--- src/rtl/pipeline_pkg.sv ---
// Shared pipeline types: the IF/ID record, the prefetch entry and the fetch NOP.
// Also holds the PC increment helper used by the fetch stage.
package pipeline_pkg;

  localparam logic [31:0] NOP_INSTR = 32'h0000_0013;

  typedef struct packed {
    logic [31:0] PC;
    logic [31:0] PCPlus4;
    logic [31:0] instr;
  } ifid_t;

  typedef struct packed {
    logic [31:0] PC;
    logic [31:0] instr;
  } fetch_entry_t;

  // Sequential PC; wraps modulo 2^32.
  function automatic logic [31:0] next_pc(input logic [31:0] pc);
    return pc + 32'd4;
  endfunction

endpackage

--- src/rtl/fetch_fifo.sv ---
// Synchronous FIFO with push, pop, flush and occupancy; storage is registered
// and the head is read straight from the storage array (no bypass).
module fetch_fifo #(
  parameter int DEPTH = 4,
  parameter int WIDTH = 64,
  localparam int AW = (DEPTH > 1) ? $clog2(DEPTH) : 1,
  localparam int CW = $clog2(DEPTH + 1)
) (
  input  logic             clk,
  input  logic             rst_n,
  input  logic             push_i,
  input  logic [WIDTH-1:0] data_i,
  input  logic             pop_i,
  input  logic             flush_i,
  output logic [WIDTH-1:0] data_o,
  output logic [CW-1:0]    count_o,
  output logic             full_o,
  output logic             empty_o
);

  logic [WIDTH-1:0] mem_q [DEPTH];
  logic [AW-1:0]    wr_ptr_q, wr_ptr_d;
  logic [AW-1:0]    rd_ptr_q, rd_ptr_d;
  logic [CW-1:0]    count_q, count_d;
  logic             push_ok, pop_ok;

  function automatic logic [AW-1:0] ptr_inc(input logic [AW-1:0] p);
    return (p == AW'(DEPTH - 1)) ? '0 : p + AW'(1);
  endfunction

  assign empty_o = (count_q == '0);
  assign full_o  = (count_q == CW'(DEPTH));
  assign count_o = count_q;
  assign data_o  = mem_q[rd_ptr_q];

  // A push into a full FIFO is accepted only when the head leaves in the same cycle.
  assign push_ok = push_i && !flush_i && (!full_o || pop_i);
  assign pop_ok  = pop_i && !flush_i && !empty_o;

  always_comb begin
    wr_ptr_d = wr_ptr_q;
    rd_ptr_d = rd_ptr_q;
    count_d  = count_q;
    if (flush_i) begin
      wr_ptr_d = '0;
      rd_ptr_d = '0;
      count_d  = '0;
    end else begin
      if (push_ok) wr_ptr_d = ptr_inc(wr_ptr_q);
      if (pop_ok)  rd_ptr_d = ptr_inc(rd_ptr_q);
      case ({push_ok, pop_ok})
        2'b10:   count_d = count_q + CW'(1);
        2'b01:   count_d = count_q - CW'(1);
        default: count_d = count_q;
      endcase
    end
  end

  always_ff @(posedge clk or negedge rst_n) begin
    if (!rst_n) begin
      wr_ptr_q <= '0;
      rd_ptr_q <= '0;
      count_q  <= '0;
    end else begin
      wr_ptr_q <= wr_ptr_d;
      rd_ptr_q <= rd_ptr_d;
      count_q  <= count_d;
    end
  end

  always_ff @(posedge clk) begin
    if (push_ok) mem_q[wr_ptr_q] <= data_i;
  end

endmodule

--- src/rtl/fetch_unit.sv ---
// Instruction fetch stage: PC register, credit-limited imem requests, prefetch FIFO
// and redirect squashing. Optional perf counters are built when IF_PERF_EN is defined.
module fetch_unit
  import pipeline_pkg::*;
#(
  parameter logic [31:0] RESET_PC        = 32'h0000_0000,
  parameter int          FIFO_DEPTH      = 4,
  parameter int          MAX_OUTSTANDING = 2
) (
  input  logic        clk,
  input  logic        rst_n,
  input  logic        redirect_i,
  input  logic [31:0] redirect_pc_i,
  output logic        imem_req_o,
  output logic [29:0] imem_addr_o,
  input  logic        imem_gnt_i,
  input  logic        imem_rvalid_i,
  input  logic [31:0] imem_rdata_i,
  output logic        valid_o,
  input  logic        ready_i,
  output ifid_t       outputs,
  output logic [31:0] PCPlus4F
`ifdef IF_PERF_EN
  ,
  output logic [31:0] perf_fetched_o,
  output logic [31:0] perf_squashed_o
`endif
);

  localparam int OW  = $clog2(MAX_OUTSTANDING + 1);
  localparam int FCW = $clog2(FIFO_DEPTH + 1);
  localparam int ICW = $clog2(MAX_OUTSTANDING + 1);

  // Handshakes: an imem request transfers when imem_req_o && imem_gnt_i in the same
  // cycle; a decode transfer happens when valid_o && ready_i. valid_o never depends
  // on ready_i, and imem_rvalid_i is always accepted (no back-pressure).

  logic [31:0]    pc_q, pc_d;
  logic [OW-1:0]  outstanding_q, outstanding_d;
  logic [OW-1:0]  discard_q, discard_d;

  logic           grant, drop, keep, pop;
  logic [31:0]    free_slots, pending;

  logic [63:0]    pf_data;
  logic [FCW-1:0] pf_count;
  logic           pf_full, pf_empty;
  fetch_entry_t   head;

  logic [31:0]    if_pc;
  logic [ICW-1:0] if_count;
  logic           if_full, if_empty;
  logic           unused_status;

  assign unused_status = ^{if_count, if_full, if_empty, pf_full, redirect_pc_i[1:0]};

  // Credit rule: every response not already marked for discard owns a free slot.
  assign free_slots = 32'(FIFO_DEPTH) - 32'(pf_count);
  assign pending    = 32'(outstanding_q) - 32'(discard_q);
  assign imem_req_o = rst_n && !redirect_i
                   && (32'(outstanding_q) < 32'(MAX_OUTSTANDING))
                   && (free_slots > pending);
  assign imem_addr_o = pc_q[31:2];
  assign PCPlus4F    = next_pc(pc_q);

  assign grant = imem_req_o && imem_gnt_i;
  assign drop  = imem_rvalid_i && (redirect_i || (discard_q != '0));
  assign keep  = imem_rvalid_i && !drop;
  assign pop   = valid_o && ready_i && !redirect_i;

  fetch_fifo #(
    .DEPTH (MAX_OUTSTANDING),
    .WIDTH (32)
  ) u_inflight_pc (
    .clk     (clk),
    .rst_n   (rst_n),
    .push_i  (grant),
    .data_i  (pc_q),
    .pop_i   (imem_rvalid_i),
    .flush_i (1'b0),
    .data_o  (if_pc),
    .count_o (if_count),
    .full_o  (if_full),
    .empty_o (if_empty)
  );

  fetch_fifo #(
    .DEPTH (FIFO_DEPTH),
    .WIDTH ($bits(fetch_entry_t))
  ) u_prefetch (
    .clk     (clk),
    .rst_n   (rst_n),
    .push_i  (keep),
    .data_i  ({if_pc, imem_rdata_i}),
    .pop_i   (pop),
    .flush_i (redirect_i),
    .data_o  (pf_data),
    .count_o (pf_count),
    .full_o  (pf_full),
    .empty_o (pf_empty)
  );

  assign head    = fetch_entry_t'(pf_data);
  assign valid_o = !pf_empty;

  always_comb begin
    outputs = '0;
    if (!pf_empty) begin
      outputs.PC      = head.PC;
      outputs.PCPlus4 = next_pc(head.PC);
      outputs.instr   = head.instr;
    end else if (rst_n) begin
      outputs.instr = NOP_INSTR;
    end
  end

  always_comb begin
    pc_d          = pc_q;
    outstanding_d = outstanding_q;
    discard_d     = discard_q;

    if (redirect_i) begin
      pc_d = {redirect_pc_i[31:2], 2'b00};
    end else if (grant) begin
      pc_d = next_pc(pc_q);
    end

    case ({grant, imem_rvalid_i})
      2'b10:   outstanding_d = outstanding_q + OW'(1);
      2'b01:   outstanding_d = outstanding_q - OW'(1);
      default: outstanding_d = outstanding_q;
    endcase

    // Everything still in flight after a redirect belongs to the old stream.
    if (redirect_i) begin
      discard_d = outstanding_q - OW'(imem_rvalid_i);
    end else if (drop) begin
      discard_d = discard_q - OW'(1);
    end
  end

  always_ff @(posedge clk or negedge rst_n) begin
    if (!rst_n) begin
      pc_q          <= RESET_PC;
      outstanding_q <= '0;
      discard_q     <= '0;
    end else begin
      pc_q          <= pc_d;
      outstanding_q <= outstanding_d;
      discard_q     <= discard_d;
    end
  end

`ifdef IF_PERF_EN
  logic [31:0] fetched_q, fetched_d;
  logic [31:0] squashed_q, squashed_d;

  // Flushed FIFO entries count as squashed alongside dropped responses.
  always_comb begin
    fetched_d  = fetched_q + 32'(pop);
    squashed_d = squashed_q + 32'(drop) + (redirect_i ? 32'(pf_count) : 32'd0);
  end

  always_ff @(posedge clk or negedge rst_n) begin
    if (!rst_n) begin
      fetched_q  <= '0;
      squashed_q <= '0;
    end else begin
      fetched_q  <= fetched_d;
      squashed_q <= squashed_d;
    end
  end

  assign perf_fetched_o  = fetched_q;
  assign perf_squashed_o = squashed_q;
`endif

endmodule

--- config.mk ---
export PLATFORM = sky130hd
export DESIGN_NAME = fetch_unit
export DESIGN_NICKNAME = d
export VERILOG_FILES = /design/src/rtl/pipeline_pkg.sv /design/src/rtl/fetch_fifo.sv /design/src/rtl/fetch_unit.sv
export SDC_FILE = /design/constraint.sdc
export NUM_CORES = 1
export LEC_CHECK = 0
export ABC_AREA = 1
export BUFFER_PORTS_ARGS = -buffer_cell sky130_fd_sc_hd__buf_4
export CAP_MARGIN = 40
export CORE_MARGIN = 2
export CORE_UTILIZATION = 50
export CTS_BUF_LIST = sky130_fd_sc_hd__clkbuf_16
export DETAILED_ROUTE_END_ITERATION = 7
export PLACE_DENSITY_LB_ADDON = 0.25
export SLEW_MARGIN = 20
export SYNTH_ARGS = -nofsm -noshare
export SYNTH_HDL_FRONTEND = slang
export SYNTH_SLANG_ARGS = --single-unit
--- constraint.sdc ---
create_clock -name clk -period 7 [get_ports clk]
set_clock_uncertainty 0.05 [all_clocks]
set_input_delay 1.4 -clock clk [delete_from_list [all_inputs] [get_ports clk]]
set_output_delay 1.4 -clock clk [all_outputs]
set_load 0.02 [all_outputs]
After elaboration in Yosys (flattened, before gate mapping). Memory sizes are Yosys's and may differ from the RTL's. Index checks and enable logic that the tools add are counted.

Bits of input ports: 70. Memories kept: 2. Bits in writable memories: 320. Logic and storage cells: 95. Flip-flop bits (word level): 47.

Memory list: u_prefetch.mem_q (depth 4, bits a word 64, read ports 1, clocked after memory_dff 0, write ports 1, line fetch_fifo.sv:21) `logic [WIDTH-1:0] mem_q [DEPTH];`; u_inflight_pc.mem_q (depth 2, bits a word 32, read ports 1, clocked after memory_dff 0, write ports 1, line fetch_fifo.sv:21).

$lt $le $gt $ge: 2. Equal/unequal tests: 10. Reduce and logical (&&, ||, !) cells: 33. Muxes and demuxes: 23. Add/subtract/negate cells: 16.

Operators by type and width (number): $mux 32 (3); $add 32x3->32 const B (2); $mux 64 (1); $gt 32x32->1 (1); $mux 2 (8); $logic_and 1x1->1 (14); $reduce_bool 2->1 (7); $eq 2x2->1 const B (6); $add 2x1->2 const B (4); $pmux 2 s2 (2); $eq 2x1->1 const B (3); $logic_not 1->1 (6); $mux 1 (6); $pmux 3 s2 (1); $sub 2x1->2 const B (3); $mux 5 (1); $sub 3x3->4 const A (1); $add 3x1->3 const B (1); $eq 3x3->1 const B (1); $logic_not 3->1 (1); $logic_or 1x1->1 (3); $mux 3 (1); $reduce_bool 3->1 (1); $sub 2x2->3 (1); 5 further kinds (6).

Logic depth before layout (Yosys ltp). Gate-level depths: netlist (run 1).

Word-level depth: 10. Mapped depth: 19.

Cells and area by module. From an unflattened synthesis (run 1), not the netlist that was laid out.

Cell total of the unflattened synthesis: 1670. Area, all modules: 16822.4 um^2.

By module, submodules not included: fetch_fifo (u_prefetch) (times used 1, sequential area each 7862.5 um^2, cells an instance 685, area each 10024.6 um^2); fetch_unit (times used 1, sequential area each 850.8 um^2, cells an instance 775, area each 4180.3 um^2); fetch_fifo (u_inflight_pc) (times used 1, sequential area each 2021.9 um^2, cells an instance 210, area each 2617.5 um^2).

Worst setup path before layout (run 1). OpenSTA, ideal clock, no wires.

Path kind: in2reg. From: input port ready_i. To: memory u_prefetch.mem_q[0][0], enable pin. Data arrival time: 4.450 ns. Data required time: 6.468 ns. Slack: 2.018 ns. Cell stages on the path: 6. Cells stage by stage: nand2_1 nand2_1 nand3_1 nor2_1 inv_1 nor2_1.

Cells in the longest elaborated chain, start to end: 6.

Ends and longest elaborated chain: from (decl) (line fetch_unit.sv:20) `input logic ready_i,`; $logic_and 1x1->1 (2 in a row) (line fetch_unit.sv:69) `assign pop = valid_o && ready_i && !redirect_i;`; $logic_or 1x1->1 (line fetch_fifo.sv:37) `assign push_ok = push_i && !flush_i && (!full_o || pop_i);`; $logic_and 1x1->1 (line fetch_fifo.sv:37); $mux 1 (line fetch_fifo.sv:72) `if (push_ok) mem_q[wr_ptr_q] <= data_i;`; $mux 1 (not written as such) (line fetch_fifo.sv:72); to (decl) (line fetch_fifo.sv:21).

No other way between the ends.

==> results by group, run 1 <==
STA
  • Max-slew violations: 0
  • Endpoints failing setup: 0
  • RSZ-0062 raised after global routing: no
  • Final hold violations: 0
  • Rel. slew slack: 48.5%
  • Hold WS: just under 0.5 ns
  • Setup WS post-layout: 1.43 ns
  • Final setup TNS: 0 ns
  • Tightest Pin Transition: 0.773 ns
  • Fin crit period: 5.57 ns
  • Highest Clock Rate: 0.180 GHz
  • Tcrit/Tclk final: between 70% and 80%

Pwr
  • Cell Pwr Density: 311 nW/um^2
  • Pwr Total: approximately 6200 uW
  • Peak VDD IR: 0.181 mV
  • Leak: 0.00835 uW

CTS
  • Root Driver: clkbuf_16
  • CTS hold repair buffers: 0
  • H-tree levels: 2
  • Clock sink total: 353
  • Post-CTS Setup Bufs: 0
  • Clock buffer depth: 3
  • Post-CTS sizing: 0
  • Cts bufs inserted: 38
  • CTS tree: done
  • Clock Pin Slew Worst Setup and Hold Paths: 0.06 ns
  • Clk Latency, worst-skew pair: 0.53 ns

Setup path
  • Critical path arrival: just over 4 ns
  • CP startpoint kind: flop
  • CP Data Required Time: approximately 5.6 ns
  • Crit path max fanout: between 70 and 80
  • Crit path capture type: output port
  • Setup CP Type: reg -> out

Layout
  • Fillers: 2685
  • Final instance area: approximately 20000 sq um
  • Ant. Diodes: 0
  • Layout Nets: 2025
  • Most frequent cells in the layout: nand2_1, edfxtp_1, nor2_1, buf_4, inv_1
  • Reg area: 10400 sq um
  • Area Growth Syn to Fin: 21.0%
  • Leading cell type in the layout, fill and taps excluded: nand2_1
  • Area of the multi-input gates: 5420 sq um
  • Share of layout cells above drive strength 1: about 17%

Global routing
  • Initial antenna violation count: 0
  • All-Layer GR Usage: around 23%
  • Pin count of the biggest net entering global routing: 80
  • Vias in the first global route: 11485
  • First-pass GRT wire length: 60.6 mm
  • Global route total overflow: 0

Yosys
  • Post-synthesis sequential area ratio: 62.9%
  • Synth unique cells: 34
  • Syn_area_per_cell: 9.58 sq um
  • Yosys reg bits: ~350
  • Gate Count Post-Synth: 1721
  • Ys Warns: 0
  • Area of the mapped netlist: 16500 sq um

Floorplan
  • Cell row count: 66
  • Die area: 34400 sq um
  • Total core area: 32500 sq um
  • Die width: 186 um
  • Die height: 186 um
  • Top-Level Pins: 230
  • Starting density of the core: 50.7%

Run status
  • Outcome: complete, no violations

Route
  • Post-DRT Antenna Nets: 0
  • Remaining DRCs: 0
  • Drt total wl: 39.5 mm
  • First-pass DRT Iterations: 5
  • DR iter-0 viols: 961
  • Routed vias: approximately 12000
  • Mean number of vias per cell: between 5 and 6
  • Routed len/inst: 16.5 um

Place
  • Post-DP Area: 18600 sq um
  • Worst slack at placement: 2.01 ns
  • HPWL Detailed: 25.7 mm
  • GPL Wtd Cong: 0.899
  • Port Buffer Count: 221

Min path
  • HP Class: reg -> reg

Flow run
  • Max-Cap Viols: 0
metal layers:
layer	track usage (%)	share of wire (%)
met1	31.5	45
met2	36.7	47
met3	3.70	6.4
met4	7.18	2.3
met5	0	0
synth_stat cells, drive strengths merged:
cell	count	share of area (%)
a32o	1	0.061
buf	50	1.8
nand3	93	2.9
a21oi	48	1.5
and2	1	0.038
clkbuf	28	0.64
dfrtp	45	6.8
nand4	12	0.46
o21ai	85	2.6
nand2	595	14
edfxtp	308	56
a221o	3	0.18
nor2	272	6.5
a2bb2oi	2	0.11
a22oi	1	0.046
xnor2	13	0.69
clkinv	1	0.023
xor2	25	1.3
o211ai	8	0.36
nor3	13	0.42
conb	1	0.023
inv	94	2.1
o31ai	1	0.046
fa	2	0.24
ha	19	1.4
logic make-up (layout without fill, tap and decap cells):
group                      Yosys count  after routing  synth area share, %
and+or+nand+nor                    986            986                 23.9
DFF                                353            353                 62.9
buffers and inverters              173            407                 4.63
AOI/OAI and AO/OA                  149            149                 4.84
xor gates and xnor gates            38             38                 2.02
adders and majority gates           21             21                 1.68
other                                1              6               0.0227
metrics by stage:
stage               std cells  utilization (%)
floorplan                1726                -
global placement         2325             56.8
detailed placement       2331             57.2
CTS                      2397             61.0
global route             2402             61.3
finish                   2402             61.3
worst max-delay path, cell delays in order, from the launching register on:
cell	delay, ns
dfrtp_4	0.84
clkinv_2	0.77
buf_12	0.47
nand2_1	0.11
nand3_1	0.06
nand2_1	0.25
nor2_1	0.13
nand2_1	0.07
nor2_1	0.08
nand2_1	0.07
nor2_1	0.04
nor3_1	0.41
buf_4	0.23
flip-flops by register name, summed over array words and instances, names as in the netlist:
| register | flops |
|---|---|
| discard_q | 2 |
| outstanding_q | 2 |
| pc_q | 30 |
| u_inflight_pc.count_o | 2 |
| u_inflight_pc.mem_q | 60 |
| u_inflight_pc.rd_ptr_q | 1 |
| u_inflight_pc.wr_ptr_q | 1 |
| u_prefetch.count_o | 3 |
| u_prefetch.mem_q | 248 |
| u_prefetch.rd_ptr_q | 2 |
| u_prefetch.wr_ptr_q | 2 |
power by group:
part / total [uW] / switching, uW / internal, uW
clock network: 1940 / 785 / 1160
logic: 1600 / 1070 / 529
registers: 2660 / 124 / 2530
final cells by class:
class / count / area share, %
Sequential cell: 353 / 52.0
Multi-Input combinational cell: 1200 / 27.1
Timing Repair Buffer: 246 / 10.1
Clock buffer: 39 / 4.89
Tap cell: 442 / 2.77
Inverter: 95 / 1.79
Clock inverter: 27 / 1.25
worst paths after layout:
| check | slack [ns] | end | start | cells past startpoint |
|---|---|---|---|---|
| worst max-delay path | 1.43 | outputs[50] | u_prefetch.rd_ptr_q[0]$_DFFE_PN0P_ | 12 |
| worst min-delay path | 0.48 | outstanding_q[0]$_DFFE_PN0P_ | outstanding_q[0]$_DFFE_PN0P_ | 1 |
| worst max register to register | 3.24 | pc_q[29]$_DFFE_PN0P_ | outstanding_q[0]$_DFFE_PN0P_ | 19 |
| worst min register to register | 0.48 | outstanding_q[0]$_DFFE_PN0P_ | outstanding_q[0]$_DFFE_PN0P_ | 1 |
| max in group asynchronous | 5.59 | u_prefetch.rd_ptr_q[0]$_DFFE_PN0P_ | rst_n | 1 |
| min in group asynchronous | 0.85 | u_prefetch.rd_ptr_q[0]$_DFFE_PN0P_ | rst_n | 1 |
Note: power is estimated with default switching activity, not from simulation.
==> inputs of run 2 (changes only) <==
--- a/config.mk
+++ b/config.mk
@@ -5,7 +5,7 @@
 export SDC_FILE = /design/constraint.sdc
 export NUM_CORES = 1
 export LEC_CHECK = 0
-export ABC_AREA = 1
+export ABC_AREA = 0
 export BUFFER_PORTS_ARGS = -buffer_cell sky130_fd_sc_hd__buf_4
 export CAP_MARGIN = 40
 export CORE_MARGIN = 2
==> constraint.sdc (replaced) <==
create_clock -name clk -period 5.7 [get_ports clk]
set_clock_uncertainty 0.05 [all_clocks]
set_input_delay 1.14 -clock clk [delete_from_list [all_inputs] [get_ports clk]]
set_output_delay 1.14 -clock clk [all_outputs]
set_load 0.02 [all_outputs]
==> results by group, run 2 <==
Layout
  • Area of the multi-input gates: 4720 sq um (-13%)
  • Area Growth Syn to Fin: 21.2%
  • Layout Nets: 1280 (-37%)
  • Max reg flops: 248 (unchanged)
  • Final core utilization: 61.5% (+0.15 points)
  • Fillers: 2262 (-16%)
  • Reg area: 10400 sq um (unchanged)
  • Register name with the most flops: u_prefetch.mem_q
  • Share of layout cells above drive strength 1: 32.3% (+16 points)
  • Biggest regs: u_prefetch.mem_q x248, u_inflight_pc.mem_q x60, pc_q x30
  • Ant. Diodes: 0 (unchanged)
  • Leading cell type in the layout, fill and taps excluded: edfxtp_1
  • Most frequent cells in the layout: edfxtp_1, buf_4, nor2_1, and2_1

Floorplan
  • Die width: 180 um (-3.0%)
  • Top-Level Pins: 230 (unchanged)
  • Total core area: 30500 sq um (-6.2%)
  • Starting density of the core: 50.7% (+0.061 points)
  • Cell row count: 64 (-3.0%)
  • Die height: 180 um (-3.0%)
  • Die area: 32400 sq um (-6.0%)

STA
  • Tcrit/Tclk final: a little over four fifths
  • Final setup TNS: 0 ns (unchanged)
  • Max-slew violations: 0 (unchanged)
  • RSZ-0062 raised after global routing: no
  • Endpoints failing setup: 0 (unchanged)
  • Rel. slew slack: 43.9% (-4.6 points)
  • Final hold violations: 0 (unchanged)
  • Tightest Pin Transition: 0.839 ns (+0.0663 ns)
  • Highest Clock Rate: 0.208 GHz
  • Fin crit period: roughly 4.8 ns
  • Setup WS post-layout: 0.881 ns (-0.552 ns)

Setup path
  • Setup CP Type: reg -> out
  • Crit path cell chain: mux4_1 -> ha_1 -> nand3_1 -> or4_4 -> or3_1 -> a21oi_1 -> buf_4
  • Worst path max stage delay: 0.92 ns (+0.08 ns)
  • Flop2flop setup slack: 1.98 ns (-1.26 ns)
  • RR Endpoint: pc_q[12]$_DFFE_PN0P_
  • Worst Reg-to-Reg Cells: 13 (-6)
  • Crit path capture type: output port
  • Crit path max fanout: 40 (-49%)
  • FF-to-FF Start: outstanding_q[0]$_DFFE_PN0P_
  • CP Data Required Time: 4.51 ns (-1.04 ns)
  • Worst Path Buf+Inv: 1 (-2)
  • CP startpoint kind: flop
  • Critical path's top delay family: simple AND/OR/NAND/NOR gates
  • Slowest CP cell: dfrtp_4
  • Critical path arrival: 3.63 ns (-0.49 ns)

Global routing
  • Pin count of the biggest net entering global routing: 55 (-31%)
  • First-pass GRT wire length: 48.9 mm (-19%)
  • All-Layer GR Usage: 19.2% (-3.5 points)
  • Global route total overflow: 0 (unchanged)
  • Vias in the first global route: 8721 (-24%)
  • Initial antenna violation count: 0 (unchanged)

Route
  • Routed vias: 8825 (-29%)
  • Remaining DRCs: 0 (unchanged)
  • DR iter-0 viols: 541 (-44%)
  • First-pass DRT Iterations: 5 (unchanged)
  • Mean number of vias per cell: 5.47 (+5.8%)
  • Drt total wl: 31.5 mm (-20%)
  • Post-DRT Antenna Nets: 0 (unchanged)
  • Routed len/inst: 19.5 um (+19%)

Yosys
  • Post-synthesis sequential area ratio: 67.0% (+4.1 points)
  • Synth top area share: 59.8% (+3.7 points)
  • Post-synth EDFFs: 308 (unchanged)
  • Prevailing post-synth register cell: edfxtp_1
  • Syn_area_per_cell: 16.1 sq um (+68%)
  • Ys Warns: 0 (unchanged)
  • Yosys top cell by area: edfxtp_1
  • Synth unique cells: 59 (+74%)
  • Most numerous cell in the Yosys netlist: edfxtp_1
  • Synth cell count leaders: edfxtp_1, nor2_1, and2_1
  • Gate Count Post-Synth: 959 (-44%)
  • Synth area leaders: edfxtp_1, dfrtp_1, mux4_2
  • Yosys reg bits: 353 (unchanged)
  • Area of the mapped netlist: 15500 sq um (-6.1%)
  • Share of flip-flops with an asynchronous set or reset: 12.7% (unchanged)

Pwr
  • Pwr Total: 8140 uW (+31%)
  • Peak VDD IR: 0.194 mV (+7.0%)
  • Leak: 0.00690 uW (-17%)
  • Cell Pwr Density: 434 nW/um^2 (+40%)

CTS
  • Root Driver: clkbuf_16
  • Clock sink total: 353 (unchanged)
  • Cts bufs inserted: 36 (-5.3%)
  • Clock buffer depth: 3 (unchanged)
  • CTS tree: done
  • CTS hold repair buffers: 0 (unchanged)
  • Clock Pin Slew Worst Setup and Hold Paths: 0.06 ns (about the same)
  • H-tree levels: 2 (unchanged)
  • Post-CTS Setup Bufs: 0 (unchanged)
  • Clk Latency, worst-skew pair: 0.51 ns (-0.02 ns)
  • Post-CTS sizing: 0 (unchanged)

Place
  • GPL Wtd Cong: 0.795 (-11%)
  • Port Buffer Count: 221 (unchanged)
  • Worst slack at placement: 1.39 ns (-0.618 ns)
  • HPWL Detailed: 20.5 mm (-20%)

Min path
  • HP Class: in -> async

Flow run
  • Max-Cap Viols: 0 (unchanged)

Run status
  • Outcome: complete, no violations
[run 2: changes by cell type in the layout (fill, tap and decap cells not counted), sizes merged, moves of 60 or more]
cell / change
nand2: -559
nor2: -201
nand3: -76
inv: -60
o21ai: -70
mux4: +62
[run 2: kinds of logic (layout without fill, tap and decap cells)]
| logic type | after synthesis | count (layout) | share of synthesized area, % |
|---|---|---|---|
| compound gates | 78 | 78 | 3.55 |
| buf+inv | 86 | 338 | 2.65 |
| fa+ha+maj | 21 | 21 | 1.79 |
| simple gates | 247 | 247 | 8.63 |
| flops | 353 | 353 | 67.0 |
| mux | 110 | 110 | 12.8 |
| other cells | 1 | 6 | 0.0242 |
| xor+xnor | 63 | 63 | 3.56 |
[run 2: how the worst max path moves through the flow]
stage	from	to	slack, ns	cells after the start
6_report	u_prefetch.rd_ptr_q[0]$_DFFE_PN0P_	outputs[48]	0.88	7
3_3_place_gp	u_prefetch.rd_ptr_q[0]$_DFFE_PN0P_	outputs[50]	1.40	7
2_1_floorplan	outstanding_q[0]$_DFFE_PN0P_	u_inflight_pc.mem_q[0][10]$_DFFE_PP_	1.10	14
4_1_cts	u_prefetch.rd_ptr_q[0]$_DFFE_PN0P_	outputs[50]	0.85	7
5_1_grt	u_prefetch.rd_ptr_q[0]$_DFFE_PN0P_	outputs[48]	0.62	7
3_5_place_dp	u_prefetch.rd_ptr_q[0]$_DFFE_PN0P_	outputs[50]	1.39	7
[run 2: area by class of cell]
cell class / instances / share of cell area [%]
flip-flops and latches: 353 / 55.3
multi-input cells: 525 / 25.2
repair buffers: 237 / 9.89
clock buffers: 38 / 5.07
well taps: 396 / 2.64
clock inverters: 27 / 1.15
inverters: 36 / 0.721
[run 2: routing by layer]
layer / routed length [um] / GRT usage, %
met1: 14600 / 29.0
met2: 14100 / 29.0
met4: 461 / 4.46
met3: 2290 / 3.73
met5: 0 / 0
[run 2: where the power goes]
part           switching (uW)  internal, uW  leakage, uW  total [uW]
Combinational            1460          1150      0.00298        2620
Clock                     929          1350     0.000598        2280
Sequential                193          3060      0.00333        3250
Total                    2590          5550      0.00690        8140
[run 2: stage by stage]
step	hold WS (ns)	instance area, sq um	std cells
2_1_floorplan	0.415	15500	964
3_3_place_gp	0.434	17500	1545
3_5_place_dp	0.435	17600	1547
4_1_cts	0.423	18800	1612
5_1_grt	0.414	18800	1612
6_report	0.428	18800	1612
==> inputs of run 3 (changes only) <==
--- a/config.mk
+++ b/config.mk
@@ -5,7 +5,7 @@
 export SDC_FILE = /design/constraint.sdc
 export NUM_CORES = 1
 export LEC_CHECK = 0
-export ABC_AREA = 0
+export ABC_AREA = 1
 export BUFFER_PORTS_ARGS = -buffer_cell sky130_fd_sc_hd__buf_4
 export CAP_MARGIN = 40
 export CORE_MARGIN = 2
==> constraint.sdc (replaced) <==
create_clock -name clk -period 4.05 [get_ports clk]
set_clock_uncertainty 0.05 [all_clocks]
set_input_delay 0.81 -clock clk [delete_from_list [all_inputs] [get_ports clk]]
set_output_delay 0.81 -clock clk [all_outputs]
set_load 0.02 [all_outputs]
==> results by group, run 3 (synthesis results as in run 1) <==
Global routing
  • Global route total overflow: 0 (unchanged)
  • Initial antenna violation count: 0 (unchanged)
  • First-pass GRT wire length: 61.2 mm (+25%)
  • Vias in the first global route: 11655 (+34%)
  • All-Layer GR Usage: 22.9% (+3.8 points)
  • Pin count of the biggest net entering global routing: 79 (+44%)

STA
  • Fin crit period: 3.91 ns
  • Highest Clock Rate: 0.256 GHz
  • Final hold violations: 0 (unchanged)
  • Rel. slew slack: 57.6% (+14 points)
  • Endpoints failing setup: 0 (unchanged)
  • Hold WS: 0.379 ns (-0.0484 ns)
  • Tightest Pin Transition: 0.631 ns (-0.208 ns)
  • RSZ-0062 raised after global routing: no
  • Tcrit/Tclk final: 96.5%
  • Max-slew violations: 0 (unchanged)

Floorplan
  • Starting density of the core: 50.7% (-0.061 points)
  • Total core area: 32500 sq um (+6.6%)
  • Cell row count: 66 (+3.1%)
  • Die width: 186 um (+3.1%)
  • Die area: 34400 sq um (+6.4%)
  • Die height: 186 um (+3.1%)
  • Top-Level Pins: 230 (unchanged)

Setup path
  • Slowest CP cell: dfrtp_4
  • Crit path capture type: output port
  • RR Endpoint: u_inflight_pc.mem_q[1][12]$_DFFE_PP_
  • CP startpoint kind: flop
  • Critical path arrival: 3.05 ns (-0.58 ns)
  • Worst Path Buf+Inv: 5 (+4)
  • Flop2flop setup slack: 0.57 ns (-1.41 ns)
  • Crit path cell chain: inv_6 -> nand2_1 -> nand3_1 -> nand2_1 -> inv_2 -> ha_1 -> inv_1 -> nor2_1 -> nand2_2 -> nor2_4 -> nand2_2 -> nor2_2 -> nand2_1 -> o21ai_0 -> inv_1 -> buf_4
  • Crit path max fanout: 7 (-83%)
  • FF-to-FF Start: outstanding_q[0]$_DFFE_PN0P_
  • Critical path's top delay family: simple AND/OR/NAND/NOR gates
  • CP most frequent cell: nand2_1
  • Worst path max stage delay: 0.54 ns (-0.38 ns)
  • CP Data Required Time: 3.19 ns (-1.32 ns)
  • Worst Reg-to-Reg Cells: 17 (+4)
  • Setup CP Type: reg -> out

Layout
  • Final instance area: 19900 sq um (+5.9%)
  • Biggest regs: u_prefetch.mem_q x248, u_inflight_pc.mem_q x60, pc_q x30
  • Finished Layout Cells: 2405 (+49%)
  • Most frequent cells in the layout: nand2_1, edfxtp_1, nor2_1, buf_4, inv_1
  • Ant. Diodes: 0 (unchanged)
  • Max reg flops: 248 (unchanged)
  • Leading cell type in the layout, fill and taps excluded: nand2_1
  • Register name with the most flops: u_prefetch.mem_q
  • Area Growth Syn to Fin: 20.4%
  • Layout Nets: 2026 (+58%)
  • Share of layout cells above drive strength 1: 17.0% (-15 points)

Pwr
  • Cell Pwr Density: 527 nW/um^2 (+21%)
  • Peak VDD IR: 0.303 mV (+56%)
  • Pwr Total: 10500 uW (+28%)
  • Leak: 0.00832 uW (+21%)

Place
  • HPWL Detailed: 25.4 mm (+24%)
  • Post-DP Area: 18600 sq um (+6.0%)
  • Port Buffer Count: 221 (unchanged)
  • GPL Wtd Cong: 0.898 (+13%)
  • Number of cells after detailed placement: 2332 (+51%)

CTS
  • CTS hold repair buffers: 0 (unchanged)
  • H-tree levels: 2 (unchanged)
  • Clock sink total: 353 (unchanged)
  • Root Driver: clkbuf_16
  • Cts bufs inserted: 37 (+2.8%)
  • Clk Latency, worst-skew pair: 0.53 ns (+0.02 ns)
  • CTS tree: done
  • Clock buffer depth: 3 (unchanged)
  • Clock Pin Slew Worst Setup and Hold Paths: 0.06 ns (about the same)

Flow run
  • Max-Cap Viols: 0 (unchanged)

Route
  • First-pass DRT Iterations: 5 (unchanged)
  • Routed len/inst: 16.5 um (-16%)
  • Post-DRT Antenna Nets: 0 (unchanged)
  • Routed vias: 12459 (+41%)
  • Remaining DRCs: 0 (unchanged)
  • DR iter-0 viols: 974 (+80%)
  • Mean number of vias per cell: 5.18 (-5.4%)
  • Drt total wl: 39.6 mm (+26%)

Run status
  • Outcome: complete, no violations

Min path
  • HP Class: in -> async
==> run 3: cell types whose count changed in the layout (fill, tap and decap cells not counted), moves of 47 or more <==
cell,previous run,this run
o21ai_0,15,85
nand2_1,36,591
nand3_1,16,91
nor2_1,68,252
mux4_2,47,0
inv_1,42,100
and2_1,59,1
==> run 3: stage by stage <==
step	utilization, %	setup TNS, ns	setup slack [ns]
finish	61.0	0	0.141
global route	61.0	0	0.00862
CTS	60.9	0	0.0112
detailed placement	57.3	0	0.518
global placement	57.3	0	0.565
floorplan	-	-115.85	-0.467
==> run 3: worst max-delay path by stage <==
stage	from	to	cells past startpoint
2_1_floorplan	u_prefetch.count_o[0]$_DFFE_PN0P_	u_prefetch.mem_q[0][0]$_DFFE_PP_	10
3_3_place_gp	u_prefetch.rd_ptr_q[0]$_DFFE_PN0P_	outputs[50]	11
3_5_place_dp	u_prefetch.rd_ptr_q[0]$_DFFE_PN0P_	outputs[50]	11
4_1_cts	u_prefetch.rd_ptr_q[0]$_DFFE_PN0P_	outputs[48]	16
5_1_grt	u_prefetch.rd_ptr_q[0]$_DFFE_PN0P_	outputs[54]	15
6_report	u_prefetch.rd_ptr_q[0]$_DFFE_PN0P_	outputs[48]	16
==> run 3: routing by layer <==
layer | up-vias | global-route usage (%) | part of all wire, %
met5 | - | 0 | 0
met4 | 0 | 8.22 | 3.0
met3 | 73 | 3.60 | 7.4
met1 | 5806 | 32.5 | 44
li1 | 6116 | - | -
met2 | 464 | 36.1 | 45
==> run 3: area by class of cell <==
type | count | area (sq um)
Fill cell | 2720 | 12700
Sequential cell | 353 | 10400
Multi-Input combinational cell | 1200 | 5420
Timing Repair Buffer | 248 | 2030
Clock buffer | 37 | 926
Tap cell | 442 | 553
Inverter | 95 | 362
Clock inverter | 30 | 185
==> run 3: repair_timing <==
| action | CTS | global route |
|---|---|---|
| gates resized for setup | 2 | 7 |
| pin swaps | 1 | 2 |
| setup buffers | 0 | 5 |
| setup endpoints to repair | 2 | 17 |
| gates cloned | 1 | 0 |
==> run 3: where the power goes <==
part	total (uW)	switching, uW	internal, uW
clock network	3100	1360	1740
registers	4560	188	4370
logic	2790	1870	918
==> run 3: worst register-to-register path: stages, from the launching register on <==
cell and delay (ns):
dfrtp_1 0.41, inv_1 0.09, ha_1 0.14, inv_1 0.05, fa_1 0.48, inv_1 0.04
ha_1 0.26, inv_1 0.05, nor2_1 0.10, nor2_1 0.05, o21ai_0 0.17, nand2_1 0.07
inv_1 0.07, nand2_1 0.21, inv_1 0.14, o31ai_1 0.16, nor2_2 0.35, buf_12 0.24
